==> src/rtl/snn_pkg.sv <==
// -----------------------------------------------------------------------------
// snn_pkg
// Shared types and default sizes for the SNN timestep sequencer slice.
//   seq_state_t          : sequencer FSM state encoding
//   NUM_NEURONS_DEFAULT  : default number of neurons swept/read out
//   SIM_TIME_W_DEFAULT   : default width of sim_time / timestep
// -----------------------------------------------------------------------------
package snn_pkg;

    localparam int NUM_NEURONS_DEFAULT = 16;
    localparam int SIM_TIME_W_DEFAULT  = 16;

    typedef enum logic [2:0] {
        SEQ_IDLE   = 3'd0,
        SEQ_CLEAR  = 3'd1,
        SEQ_INPUT  = 3'd2,
        SEQ_UPDATE = 3'd3,
        SEQ_OUTPUT = 3'd4
    } seq_state_t;

endpackage

==> src/rtl/snn_index_counter.sv <==
// -----------------------------------------------------------------------------
// snn_index_counter
// Wrapping index counter used for both the neuron index and the timestep.
//   clk         : system clock
//   rst         : synchronous active-high reset (count -> 0)
//   clr         : synchronous clear (count -> 0), wins over en
//   en          : advance the count by one this cycle
//   terminal    : last value before wrapping back to 0
//   count       : current count
//   at_terminal : count == terminal
// The terminal value is a port so the same block serves a constant bound
// (neuron index) and a run-time bound (latched sim_time - 1).
// -----------------------------------------------------------------------------
module snn_index_counter #(
    parameter int W = 4
) (
    input  logic         clk,
    input  logic         rst,
    input  logic         clr,
    input  logic         en,
    input  logic [W-1:0] terminal,
    output logic [W-1:0] count,
    output logic         at_terminal
);

    logic [W-1:0] r_count;

    assign at_terminal = (r_count == terminal);
    assign count       = r_count;

    // Count register: clear has priority, wrap to 0 when advancing at terminal.
    always_ff @(posedge clk) begin
        if (rst || clr) begin
            r_count <= {W{1'b0}};
        end else if (en) begin
            if (at_terminal) begin
                r_count <= {W{1'b0}};
            end else begin
                r_count <= r_count + W'(1);
            end
        end else begin
            r_count <= r_count;
        end
    end

endmodule

==> src/rtl/snn_timestep_sequencer.sv <==
// -----------------------------------------------------------------------------
// snn_timestep_sequencer
// Drives an SNN inference run: clear spike counters, then per timestep one
// input-generation pulse followed by a one-neuron-per-cycle update sweep,
// then an indexed readout of all neurons.
//   clk, rst          : clock, synchronous active-high reset
//   start, sim_time   : run request (IDLE only) and number of timesteps
//   abort             : cancel run, return to IDLE with counters zeroed
//   neuron_stall      : back-pressure during the update sweep
//   out_ready         : readout consumer ready
//   done / busy       : IDLE indication and its inverse
//   spike_cnt_clr     : one-cycle clear of output spike counters
//   input_gen_en      : one-cycle pulse at the start of each timestep
//   neuron_update_en  : update neuron_idx this cycle
//   neuron_idx        : neuron being updated or read out
//   timestep          : current timestep
//   last_timestep     : timestep == latched sim_time - 1
//   out_valid         : readout data for neuron_idx is valid
// -----------------------------------------------------------------------------
module snn_timestep_sequencer
    import snn_pkg::*;
#(
    parameter int NUM_NEURONS = NUM_NEURONS_DEFAULT,
    parameter int IDX_W       = (NUM_NEURONS > 1) ? $clog2(NUM_NEURONS) : 1,
    parameter int SIM_TIME_W  = SIM_TIME_W_DEFAULT
) (
    input  logic                  clk,
    input  logic                  rst,
    input  logic                  start,
    input  logic [SIM_TIME_W-1:0] sim_time,
    input  logic                  abort,
    input  logic                  neuron_stall,
    input  logic                  out_ready,
    output logic                  done,
    output logic                  busy,
    output logic                  spike_cnt_clr,
    output logic                  input_gen_en,
    output logic                  neuron_update_en,
    output logic [IDX_W-1:0]      neuron_idx,
    output logic [SIM_TIME_W-1:0] timestep,
    output logic                  last_timestep,
    output logic                  out_valid
);

    localparam logic [IDX_W-1:0] IDX_LAST = IDX_W'(NUM_NEURONS - 1);

    seq_state_t            r_state;
    seq_state_t            w_state_nxt;
    logic [SIM_TIME_W-1:0] r_sim_time_q;

    logic                  w_upd_fire;
    logic                  w_rd_fire;
    logic                  w_abort_run;
    logic                  w_idx_clr;
    logic                  w_idx_en;
    logic                  w_idx_term;
    logic                  w_ts_clr;
    logic                  w_ts_en;
    logic                  w_ts_term;
    logic [SIM_TIME_W-1:0] w_ts_terminal;
    logic                  w_accept;

    assign w_accept      = (r_state == SEQ_IDLE) && start && !abort;
    assign w_upd_fire    = (r_state == SEQ_UPDATE) && !neuron_stall;
    assign w_rd_fire     = (r_state == SEQ_OUTPUT) && out_ready;
    assign w_abort_run   = abort && (r_state != SEQ_IDLE);
    // With sim_time_q == 0 this wraps to all-ones; UPDATE is never entered then.
    assign w_ts_terminal = r_sim_time_q - SIM_TIME_W'(1);

    // Neuron index: cleared entering a run or on abort, advanced by updates
    // and by readout transfers; the wrap at the last neuron is the sweep end.
    assign w_idx_clr = w_abort_run || (r_state == SEQ_CLEAR);
    assign w_idx_en  = w_upd_fire || w_rd_fire;

    // Timestep: advances at the end of every sweep except the last, and is
    // returned to 0 once the final readout transfer completes.
    assign w_ts_clr = w_abort_run || (r_state == SEQ_CLEAR) || (w_rd_fire && w_idx_term);
    assign w_ts_en  = w_upd_fire && w_idx_term && !w_ts_term;

    snn_index_counter #(
        .W (IDX_W)
    ) u_idx_cnt (
        .clk         (clk),
        .rst         (rst),
        .clr         (w_idx_clr),
        .en          (w_idx_en),
        .terminal    (IDX_LAST),
        .count       (neuron_idx),
        .at_terminal (w_idx_term)
    );

    snn_index_counter #(
        .W (SIM_TIME_W)
    ) u_ts_cnt (
        .clk         (clk),
        .rst         (rst),
        .clr         (w_ts_clr),
        .en          (w_ts_en),
        .terminal    (w_ts_terminal),
        .count       (timestep),
        .at_terminal (w_ts_term)
    );

    // Next-state decode; abort out of any active state overrides everything.
    always_comb begin
        w_state_nxt = r_state;
        case (r_state)
            SEQ_IDLE: begin
                if (w_accept) begin
                    w_state_nxt = SEQ_CLEAR;
                end else begin
                    w_state_nxt = SEQ_IDLE;
                end
            end
            SEQ_CLEAR: begin
                if (r_sim_time_q == {SIM_TIME_W{1'b0}}) begin
                    w_state_nxt = SEQ_OUTPUT;
                end else begin
                    w_state_nxt = SEQ_INPUT;
                end
            end
            SEQ_INPUT: begin
                w_state_nxt = SEQ_UPDATE;
            end
            SEQ_UPDATE: begin
                if (w_upd_fire && w_idx_term) begin
                    if (w_ts_term) begin
                        w_state_nxt = SEQ_OUTPUT;
                    end else begin
                        w_state_nxt = SEQ_INPUT;
                    end
                end else begin
                    w_state_nxt = SEQ_UPDATE;
                end
            end
            SEQ_OUTPUT: begin
                if (w_rd_fire && w_idx_term) begin
                    w_state_nxt = SEQ_IDLE;
                end else begin
                    w_state_nxt = SEQ_OUTPUT;
                end
            end
            default: begin
                w_state_nxt = SEQ_IDLE;
            end
        endcase
        if (w_abort_run) begin
            w_state_nxt = SEQ_IDLE;
        end else begin
            w_state_nxt = w_state_nxt;
        end
    end

    // State register.
    always_ff @(posedge clk) begin
        if (rst) begin
            r_state <= SEQ_IDLE;
        end else begin
            r_state <= w_state_nxt;
        end
    end

    // Run length is captured only when a run is accepted.
    always_ff @(posedge clk) begin
        if (rst) begin
            r_sim_time_q <= {SIM_TIME_W{1'b0}};
        end else if (w_accept) begin
            r_sim_time_q <= sim_time;
        end else begin
            r_sim_time_q <= r_sim_time_q;
        end
    end

    assign done             = (r_state == SEQ_IDLE);
    assign busy             = !done;
    assign spike_cnt_clr    = (r_state == SEQ_CLEAR);
    assign input_gen_en     = (r_state == SEQ_INPUT);
    assign neuron_update_en = w_upd_fire;
    assign out_valid        = (r_state == SEQ_OUTPUT);
    assign last_timestep    = w_ts_term;

endmodule

==> config.mk <==
export PLATFORM = sky130hd
export DESIGN_NAME = snn_timestep_sequencer
export DESIGN_NICKNAME = d
export VERILOG_FILES = /design/src/rtl/snn_pkg.sv /design/src/rtl/snn_index_counter.sv /design/src/rtl/snn_timestep_sequencer.sv
export SDC_FILE = /design/constraint.sdc
export NUM_CORES = 1
export LEC_CHECK = 0
export CAP_MARGIN = 40
export CORE_ASPECT_RATIO = 1.25
export CORE_MARGIN = 1
export CORE_UTILIZATION = 29
export DETAILED_ROUTE_END_ITERATION = 8
export PLACE_DENSITY = 0.61
export SLEW_MARGIN = 25
export SYNTH_ARGS = -nofsm -noshare
export SYNTH_HDL_FRONTEND = slang
export SYNTH_SLANG_ARGS = --single-unit
export TNS_END_PERCENT = 100
==> constraint.sdc <==
create_clock -name clk -period 2.1 [get_ports clk]
set_input_delay 0.21 -clock clk [delete_from_list [all_inputs] [get_ports clk]]
set_output_delay 0.21 -clock clk [all_outputs]
set_load 0.01 [all_outputs]
==> impl_metrics.csv, run 1 <==
group,metric,value,unit
routing,post_drt_wl_per_cell,15.0,µm
die,floorplan.rows,36,
synth,mappedNetlistNets,318,
routing,routed_wirelength,7.52,mm
synth,fraction_of_the_yosys_area_taken_by_sequential_cells,32.6,%
pwr,switching_power,653,µW
finish,syn2layout_area_growth,68.9,%
timing,tightestPinTransition,0.579,ns
routing,routed-via-count,2578,
placement,placedCellCount,481,
setup_path,crit_path_max_fanout,5,
finish,final_nets,429,
routing,post-route-drc-count,0,
setup_path,type_of_the_worst_setup_path,"reg2reg",
timing,pnr_worst_setup_slack,-0.421,ns
timing,relSlewSlack,61.3,%
placement,gp_routability_congestion,0.888,
setup_path,cpLargestDelayFamily,"simple AND/OR/NAND/NOR gates",
pwr,combPwrFrac,34.1,%
grt,grt_pass1_vias,2558,
finish,post_route_cells_drive_above_1_share,35.6,%
die,boundaryPins,49,
die,start_util,30.4,%
hold_path,timing.hold.worst.class,"in2reg",
routing,route.antenna.remaining_nets,0,
routing,drtIter0Drc,82,
timing,layout_worst_path_cycle_share,120,%
run,timing.max_cap.violations,0,
finish,final_area,4040,µm²
finish,post_layout_nonfiller_instances,500,
synth,post_synth_main_area_contributors,"sky130_fd_sc_hd__dfxtp_1, sky130_fd_sc_hd__nand2_1, sky130_fd_sc_hd__xnor2_1",
finish,ant_diodes,0,
clocking,ctsHtreeMaxLevel,2,
synth,synth-edff-count,0,
setup_path,worst-path-buf-inv,5,
timing,post-route-min-period,2.52,ns
synth,synth_cell_type_count,59,
pwr,power-per-cell-area,518,nW/µm²
finish,multi_input_area,1900,µm²
synth,ys_warn_count,0,
setup_path,critical_path.cell_chain,"inv_2, ha_4, nor4b_4, buf_4, o211ai_1, o211ai_1, nand4bb_1, nor4_4, buf_6, buf_12, buf_8, o311ai_4, o41ai_2",
placement,hpwlAfterDp,5.29,mm
setup_path,worstPathRequired,2.31,ns
grt,grt_pass1_wl,12.2,mm
timing,fin_setup_tns,-7.23,ns
clocking,clk_path_buf_depth,2,
finish,fillerInstances,704,
status,status,"finished, violations left",
clocking,numClockSinks,39,
setup_path,crit-reg2reg-launch,"r_sim_time_q[1]$_SDFFE_PP0P_",
synth,postSynthAreaPerCell,8.17,µm²
pwr,cellInternalPower,1.44,mW
synth,post_synth_instance_area,2390,µm²
timing,final_max_slew_viol_count,0,
timing,fmax,397,MHz
pwr,swShare,31.2,%
pwr,total_power,2.09,mW
timing,final_hold_viol_count,0,
synth,synthesis_stage_register_bit_count,39,
timing,grt_setup_unrepaired,"yes",
synth,yosys.area.top_type,"sky130_fd_sc_hd__dfxtp_1",
synth,postSynthCellCount,293,
routing,drt-pass1-iter-count,4,
clocking,number_of_buffers_inserted_during_clock_tree_synthesis,5,
timing,finalClockSkew,0.0101,ns
setup_path,critical-path-max-stage-delay,0.33,ns
routing,routed_via_density,5.16,
setup_path,critPathArrivalTime,2.73,ns
synth,postSynth.asyncResetShare,0,%
finish,leading_cell_type_in_the_layout_fill_and_taps_excluded,"sky130_fd_sc_hd__buf_4",
placement,io_buffer_count,48,
setup_path,worst_setup_path_end_kind,"register",
die,core_area,7880,µm²
grt,antenna_violations_before_repair,0,
clocking,clkTransAtPathRegs,0.09,ns
finish,seqCellArea,788,µm²
finish,mostFrequentLayoutCells,"sky130_fd_sc_hd__buf_4, sky130_fd_sc_hd__nand2_1, sky130_fd_sc_hd__clkdlybuf4s50_1, sky130_fd_sc_hd__dfxtp_1, sky130_fd_sc_hd__a21oi_1",
setup_path,critPathMostFrequentCell,"sky130_fd_sc_hd__o211ai_1",
die,die-width,83.3,µm
setup_path,start_kind,"register",
setup_path,setup.worst_path.start,"r_sim_time_q[1]$_SDFFE_PP0P_",
pwr,pwr-share-clk,27.8,%
grt,grt_start_max_net_pins,18,
synth,synth-main-ff-cell,"sky130_fd_sc_hd__dfxtp_1",
placement,placed_cell_area,3440,µm²
grt,grt_overflow,0,
hold_path,hold_start,"sim_time[10]",
synth,post-synth-top-area-fraction,32.6,%
die,fp.dieH,104,µm
pwr,p_seq_share,38.2,%
pwr,irDropWorstVdd,0.271,mV
setup_path,critical_path.slowest_cell,"sky130_fd_sc_hd__dfxtp_2",
clocking,clock_tree.root_cell,"sky130_fd_sc_hd__clkbuf_8",
die,die-area,8630,µm²
pwr,power.leakage,1.55,nW
clocking,worst_skew_pair.late_latency,0.30,ns
timing,timing.final.setup_violations,19,
grt,grtUsageTotal,17.3,%
clocking,cts_tree,"built",
status,violated_checks,"setup timing",
==> layer usage <==
metal	GRT usage [%]	share of wire, %	wire (µm)
met1	20.5	42	3150
met2	30.8	52	3890
met3	2.95	3.9	290
met4	6.65	2.6	193
met5	0	0	0
==> synth_stat cells, types with 5 or more instances <==
cell / count
sky130_fd_sc_hd__or4_1: 6
sky130_fd_sc_hd__xnor2_1: 15
sky130_fd_sc_hd__nand3_1: 8
sky130_fd_sc_hd__dfxtp_1: 39
sky130_fd_sc_hd__mux2i_1: 5
sky130_fd_sc_hd__nand2_1: 50
sky130_fd_sc_hd__nor3_1: 9
sky130_fd_sc_hd__nor4_1: 6
sky130_fd_sc_hd__a21oi_1: 24
sky130_fd_sc_hd__clkbuf_1: 9
sky130_fd_sc_hd__nand2b_1: 9
sky130_fd_sc_hd__o211ai_1: 5
sky130_fd_sc_hd__o41ai_1: 5
sky130_fd_sc_hd__o31ai_1: 7
sky130_fd_sc_hd__nor2_1: 13
sky130_fd_sc_hd__xor2_1: 7
==> area by class of cell <==
| type | instances | area share, % |
|---|---|---|
| Multi-Input combinational cell | 232 | 47.1 |
| Sequential cell | 39 | 19.5 |
| Clock buffer | 7 | 2.38 |
| Tap cell | 95 | 2.94 |
| Inverter | 4 | 0.371 |
| Clock inverter | 1 | 0.186 |
| Timing Repair Buffer | 122 | 27.6 |
==> registers in the layout, indices dropped and copies added (netlist names) <==
name             flops
u_idx_cnt.count      4
u_ts_cnt.count      16
r_sim_time_q        16
r_state              3
==> power by group through the flow <==
stage | sequential [mW] | clock (mW) | combinational [mW]
floorplan | 0.811 | 0 | 0.340
global placement | 0.814 | 0 | 0.588
detailed placement | 0.815 | 0 | 0.595
CTS | 0.798 | 0.592 | 0.670
global route | 0.805 | 0.632 | 0.769
finish | 0.799 | 0.582 | 0.713
==> logic make-up after synthesis <==
| family | synth area share, % |
|---|---|
| AO/OA/AOI/OAI | 18.4 |
| XOR/XNOR | 8.05 |
| multiplexers | 2.09 |
| flip-flops | 32.6 |
| buffers and inverters | 4.96 |
| AND/OR/NAND/NOR | 31.9 |
| adder cells (fa/ha/maj) | 1.99 |
==> worst min-delay path: stages <==
cell,delay [ns]
sky130_fd_sc_hd__clkdlybuf4s50_1,0.40
sky130_fd_sc_hd__nand2_1,0.06
sky130_fd_sc_hd__a21oi_1,0.05
==> through the flow <==
| stage | utilization [%] | setup slack, ns | hold slack (ns) |
|---|---|---|---|
| 2_1_floorplan | - | -0.142 | 0.338 |
| 3_3_place_gp | 43.7 | -0.541 | 0.467 |
| 3_5_place_dp | 43.7 | -0.585 | 0.476 |
| 4_1_cts | 47.7 | -0.388 | 0.461 |
| 5_1_grt | 51.3 | -0.598 | 0.476 |
| 6_report | 51.3 | -0.421 | 0.452 |
==> what timing repair did <==
action,in CTS,in global routing
endpoints found under the setup margin,20,20
resized for setup,28,45
hold buffers,0,0
buffers inserted,11,1
gates cloned,1,1
pin swaps,11,15
==> worst paths after layout <==
path | endpoint | slack [ns] | cells past startpoint
worst min register to register | r_sim_time_q[10]$_SDFFE_PP0P_ | 0.50 | 2
worst max register to register | u_ts_cnt.count[7]$_SDFFE_PP0P_ | -0.42 | 13
worst min-delay path | r_sim_time_q[10]$_SDFFE_PP0P_ | 0.45 | 3
worst max-delay path | u_ts_cnt.count[7]$_SDFFE_PP0P_ | -0.42 | 13
(Power assumes the default switching activity.)
==> run 2: changes to the inputs <==
PLACE_DENSITY = 0.59   (was 0.61)
clock period = 2.8 ns   (was 2.1 ns; I/O delays follow)
==> impl_metrics.csv, run 2 (synthesis gave the netlist of run 1 again) <==
group,metric,value,unit
run,timing.max_cap.violations,0,
grt,grt_overflow,0,
grt,grt_pass1_wl,10.7,mm
timing,layout_worst_path_cycle_share,94.5,%
hold_path,whs_path_depth,2,
setup_path,crit_path_max_fanout,3,
setup_path,reg2regPathDepth,9,
placement,hpwlAfterDp,4.92,mm
pwr,power.leakage,1.17,nW
routing,post-route-drc-count,0,
grt,grt_pass1_vias,2230,
grt,antenna_violations_before_repair,0,
die,start_util,30.4,%
die,boundaryPins,49,
clocking,number_of_buffers_inserted_during_clock_tree_synthesis,5,
clocking,numClockSinks,39,
placement,gp_routability_congestion,0.800,
die,core_area,7880,µm²
pwr,total_power,1.42,mW
die,fp.dieH,104,µm
grt,grt_start_max_net_pins,30,
routing,drt-pass1-iter-count,4,
pwr,power-per-cell-area,441,nW/µm²
clocking,worst_skew_pair.late_latency,0.29,ns
routing,drtIter0Drc,125,
pwr,irDropWorstVdd,0.218,mV
timing,final_max_slew_viol_count,0,
clocking,ctsHtreeMaxLevel,2,
status,status,"finished clean",
setup_path,critPathArrivalTime,2.37,ns
clocking,cts_hold_repair.buffers,0,
finish,fillerInstances,797,
finish,leading_cell_type_in_the_layout_fill_and_taps_excluded,"sky130_fd_sc_hd__nand2_1",
finish,post_route_cells_drive_above_1_share,12.7,%
hold_path,timing.hold.worst.class,"reg2reg",
setup_path,start_kind,"register",
timing,relSlewSlack,57.3,%
timing,grt_setup_unrepaired,"no",
timing,timing.final.setup_violations,0,
setup_path,worstPathRequired,2.52,ns
timing,final_hold_viol_count,0,
routing,routed-via-count,2396,
timing,fmax,378,MHz
setup_path,type_of_the_worst_setup_path,"reg2out",
die,die-width,83.3,µm
routing,routed_via_density,5.32,
clocking,clock_tree.root_cell,"sky130_fd_sc_hd__clkbuf_8",
finish,mostFrequentLayoutCells,"sky130_fd_sc_hd__nand2_1, sky130_fd_sc_hd__clkdlybuf4s50_1, sky130_fd_sc_hd__dfxtp_1, sky130_fd_sc_hd__a21oi_1, sky130_fd_sc_hd__buf_4",
clocking,clk_path_buf_depth,2,
clocking,clkTransAtPathRegs,0.07,ns
clocking,cts_tree,"built",
routing,post_drt_wl_per_cell,14.4,µm
timing,post-route-min-period,2.65,ns
timing,fin_setup_tns,0,ns
finish,ant_diodes,0,
routing,routed_wirelength,6.46,mm
die,die-area,8630,µm²
timing,finalClockSkew,0.00744,ns
finish,syn2layout_area_growth,34.7,%
timing,tightestPinTransition,0.639,ns
routing,route.antenna.remaining_nets,0,
placement,io_buffer_count,48,
finish,final_nets,379,
grt,grtUsageTotal,15.1,%
setup_path,worst_setup_path_end_kind,"primary output",
die,floorplan.rows,36,
[run 2: changes by cell type in the layout (fill, tap and decap cells not counted), sizes merged]
cell / change
buf: -49
clkbuf: -1
clkdlybuf4s50: +1
clkinvlp: -1
dlygate4sd2: +1
dlymetal6s2s: -1
[run 2: what timing repair did]
item                                    in CTS  in global routing
setup buffers                                2                  0
endpoints found under the setup margin       1                  1
pin swaps                                    1                  1
resized for setup                            4                  3
[run 2: cell type report]
class / instances / area, µm² / share of cell area [%]
multi-input cells: 232 / 1540 / 47.7
flip-flops and latches: 39 / 781 / 24.2
repair buffers: 72 / 672 / 20.8
well taps: 95 / 119 / 3.68
clock buffers: 8 / 100 / 3.10
inverters: 4 / 15.0 / 0.465
[run 2: routing by layer]
layer / global-route usage [%] / wire, µm / up-vias
met5: 0 / 0 / -
met4: 4.43 / 91 / 0
met3: 2.07 / 178 / 7
met2: 27.0 / 3300 / 46
met1: 18.5 / 2890 / 1155
li1: - / - / 1188
[run 2: final timing paths]
| kind | start | end | slack (ns) |
|---|---|---|---|
| max | r_sim_time_q[0]$_SDFFE_PP0P_ | last_timestep | 0.15 |
| min | r_sim_time_q[0]$_SDFFE_PP0P_ | r_sim_time_q[0]$_SDFFE_PP0P_ | 0.48 |
| max reg2reg | r_sim_time_q[11]$_SDFFE_PP0P_ | u_ts_cnt.count[15]$_SDFFE_PP0P_ | 0.19 |
| min reg2reg | r_sim_time_q[0]$_SDFFE_PP0P_ | r_sim_time_q[0]$_SDFFE_PP0P_ | 0.48 |
[run 2: where the power goes]
group          switching (mW)  internal [mW]
Sequential             0.0303          0.574
Clock                   0.198          0.225
Combinational           0.195          0.202
Total                   0.423           1.00
[run 2: critical path: stages (launching register included)]
cell,delay [ns]
sky130_fd_sc_hd__dfxtp_1,0.35
sky130_fd_sc_hd__inv_1,0.06
sky130_fd_sc_hd__ha_1,0.32
sky130_fd_sc_hd__xnor2_1,0.13
sky130_fd_sc_hd__a2111oi_0,0.36
sky130_fd_sc_hd__buf_4,0.19
sky130_fd_sc_hd__o211ai_1,0.09
sky130_fd_sc_hd__nor4_2,0.28
sky130_fd_sc_hd__dlygate4sd2_1,0.30
[run 2: stage by stage]
step                      std cells  cell area, µm²  setup WS (ns)  hold WS, ns  util (%)
after detailed placement        440            3080        0.00170        0.473      39.0
after global routing            450            3230        0.00510        0.521      40.9
after floorplan                 293            2390          0.494        0.416         -
final                           450            3230          0.154        0.483      40.9
after global placement          440            3080         0.0577        0.466      39.0
after CTS                       450            3210          0.130        0.485      40.7
==> run 3: changes to the inputs <==
CORE_ASPECT_RATIO = 0.6   (was 1.25)
==> impl_metrics.csv, run 3 (synthesis gave the netlist of run 1 again) <==
group,metric,value,unit
routing,drtIter0Drc,129,
timing,fmax,377,MHz
finish,final_nets,383,
setup_path,start_kind,"register",
routing,routed_via_density,5.18,
pwr,cellInternalPower,1.16,mW
grt,grt.busiest_layer,"met1",
die,start_util,30.1,%
grt,met2_usage,20.9,%
timing,timing.final.setup_violations,0,
grt,grt_start_max_net_pins,30,
grt,grt_overflow,0,
setup_path,worstPathRequired,2.52,ns
timing,layout_worst_path_cycle_share,94.7,%
routing,routed_wirelength,7.15,mm
clocking,ctsHtreeMaxLevel,2,
placement,placedCellCount,457,
timing,post-route-min-period,2.65,ns
timing,finalClockSkew,0.00629,ns
grt,grt.met3_usage,3.62,%
setup_path,crit_path_max_fanout,5,
placement,gp_routability_congestion,0.865,
grt,antenna_violations_before_repair,0,
grt,grt_pass1_vias,2120,
timing,final_hold_viol_count,0,
grt,grt_use_met1,28.3,%
clocking,clk_path_buf_depth,2,
routing,route.antenna.remaining_nets,0,
finish,ant_diodes,0,
clocking,worst_skew_pair.late_latency,0.28,ns
die,floorplan.rows,25,
pwr,pwr-share-clk,37.3,%
pwr,power.leakage,1.21,nW
pwr,p_seq_share,37.4,%
timing,final_max_slew_viol_count,0,
clocking,clock_tree.root_cell,"sky130_fd_sc_hd__clkbuf_16",
clocking,numClockSinks,39,
run,timing.max_cap.violations,0,
finish,fillerInstances,816,
placement,placed_cell_area,3120,µm²
setup_path,type_of_the_worst_setup_path,"reg2out",
placement,io_buffer_count,48,
clocking,cts_tree,"built",
finish,post_route_cells_drive_above_1_share,13.9,%
setup_path,worst_setup_path_end_kind,"primary output",
routing,post-route-drc-count,0,
grt,grtUsageTotal,17.0,%
routing,post_drt_wl_per_cell,15.3,µm
finish,fin_util,42.0,%
finish,final_area,3340,µm²
die,fp.dieH,72.4,µm
placement,hpwlAfterDp,5.43,mm
hold_path,timing.hold.worst.class,"reg2reg",
die,boundaryPins,49,
status,status,"finished clean",
timing,tightestPinTransition,0.700,ns
setup_path,critPathArrivalTime,2.37,ns
finish,mostFrequentLayoutCells,"sky130_fd_sc_hd__nand2_1, sky130_fd_sc_hd__clkdlybuf4s50_1, sky130_fd_sc_hd__dfxtp_1, sky130_fd_sc_hd__buf_4, sky130_fd_sc_hd__a21oi_1",
pwr,power-per-cell-area,484,nW/µm²
pwr,swShare,28.4,%
finish,leading_cell_type_in_the_layout_fill_and_taps_excluded,"sky130_fd_sc_hd__nand2_1",
die,die-width,119,µm
grt,grt_pass1_wl,11.4,mm
pwr,switching_power,458,µW
die,core_area,7950,µm²
finish,syn2layout_area_growth,39.3,%
finish,post_layout_nonfiller_instances,467,
routing,drt-pass1-iter-count,4,
clocking,clkTransAtPathRegs,0.06,ns
pwr,combPwrFrac,25.3,%
pwr,irDropWorstVdd,0.191,mV
routing,routed-via-count,2418,
timing,relSlewSlack,53.2,%
clocking,number_of_buffers_inserted_during_clock_tree_synthesis,5,
timing,fin_setup_tns,0,ns
timing,worst_hold_slack,0.490,ns
die,die-area,8640,µm²
## run 3: cell count changes in the layout (fill, tap and decap cells not counted), sizes merged
cell	change
buf	+4
## run 3: worst paths after layout
| check | start | to | slack (ns) | cells after the start |
|---|---|---|---|---|
| setup / recovery | r_sim_time_q[5]$_SDFFE_PP0P_ | last_timestep | 0.15 | 8 |
| hold / removal | r_sim_time_q[13]$_SDFFE_PP0P_ | r_sim_time_q[13]$_SDFFE_PP0P_ | 0.49 | 2 |
| setup reg to reg | r_sim_time_q[7]$_SDFFE_PP0P_ | u_ts_cnt.count[15]$_SDFFE_PP0P_ | 0.22 | 8 |
| hold reg to reg | r_sim_time_q[13]$_SDFFE_PP0P_ | r_sim_time_q[13]$_SDFFE_PP0P_ | 0.49 | 2 |
## run 3: layer usage
layer	up-vias	share of wire (%)
met5	-	0
met4	0	0.88
met3	6	5.9
met2	54	36
met1	1155	57
li1	1203	-
## run 3: power by group through the flow
stage / registers, mW / clock network, mW / logic, mW
global placement: 0.613 / 0 / 0.375
finish: 0.603 / 0.603 / 0.409
floorplan: 0.606 / 0 / 0.243
detailed placement: 0.614 / 0 / 0.379
CTS: 0.603 / 0.611 / 0.394
global route: 0.607 / 0.633 / 0.445
## run 3: per-stage QoR
| stage | setup slack, ns | power [mW] |
|---|---|---|
| detailed placement | -0.00396 | 0.993 |
| floorplan | 0.494 | 0.849 |
| CTS | 0.104 | 1.61 |
| finish | 0.149 | 1.61 |
| global placement | -0.0656 | 0.988 |
| global route | -0.00210 | 1.68 |
## run 3: repair_timing
| item | in CTS | in global routing |
|---|---|---|
| endpoints found under the setup margin | 1 | 1 |
| endpoints found under the hold margin | 0 | 0 |
| buffers inserted | 2 | 0 |
| resized for setup | 5 | 4 |
| hold buffers | 0 | 0 |
## run 3: worst max-delay path: stages (launching register included)
cell and delay, ns:
sky130_fd_sc_hd__dfxtp_1 0.31, sky130_fd_sc_hd__nor2_1 0.37, sky130_fd_sc_hd__nand3_1 0.18, sky130_fd_sc_hd__o32ai_1 0.29, sky130_fd_sc_hd__o41ai_2 0.15, sky130_fd_sc_hd__nor4b_2 0.23, sky130_fd_sc_hd__nand2_1 0.11, sky130_fd_sc_hd__nor4_2 0.17
sky130_fd_sc_hd__dlygate4sd2_1 0.30
## run 3: cell type report
cell class / count / area, µm² / area share [%]
repair buffers: 76 / 702 / 21.0
flip-flops and latches: 39 / 781 / 23.4
clock buffers: 8 / 156 / 4.69
inverters: 4 / 15.0 / 0.450
multi-input cells: 232 / 1550 / 46.4
well taps: 108 / 135 / 4.05
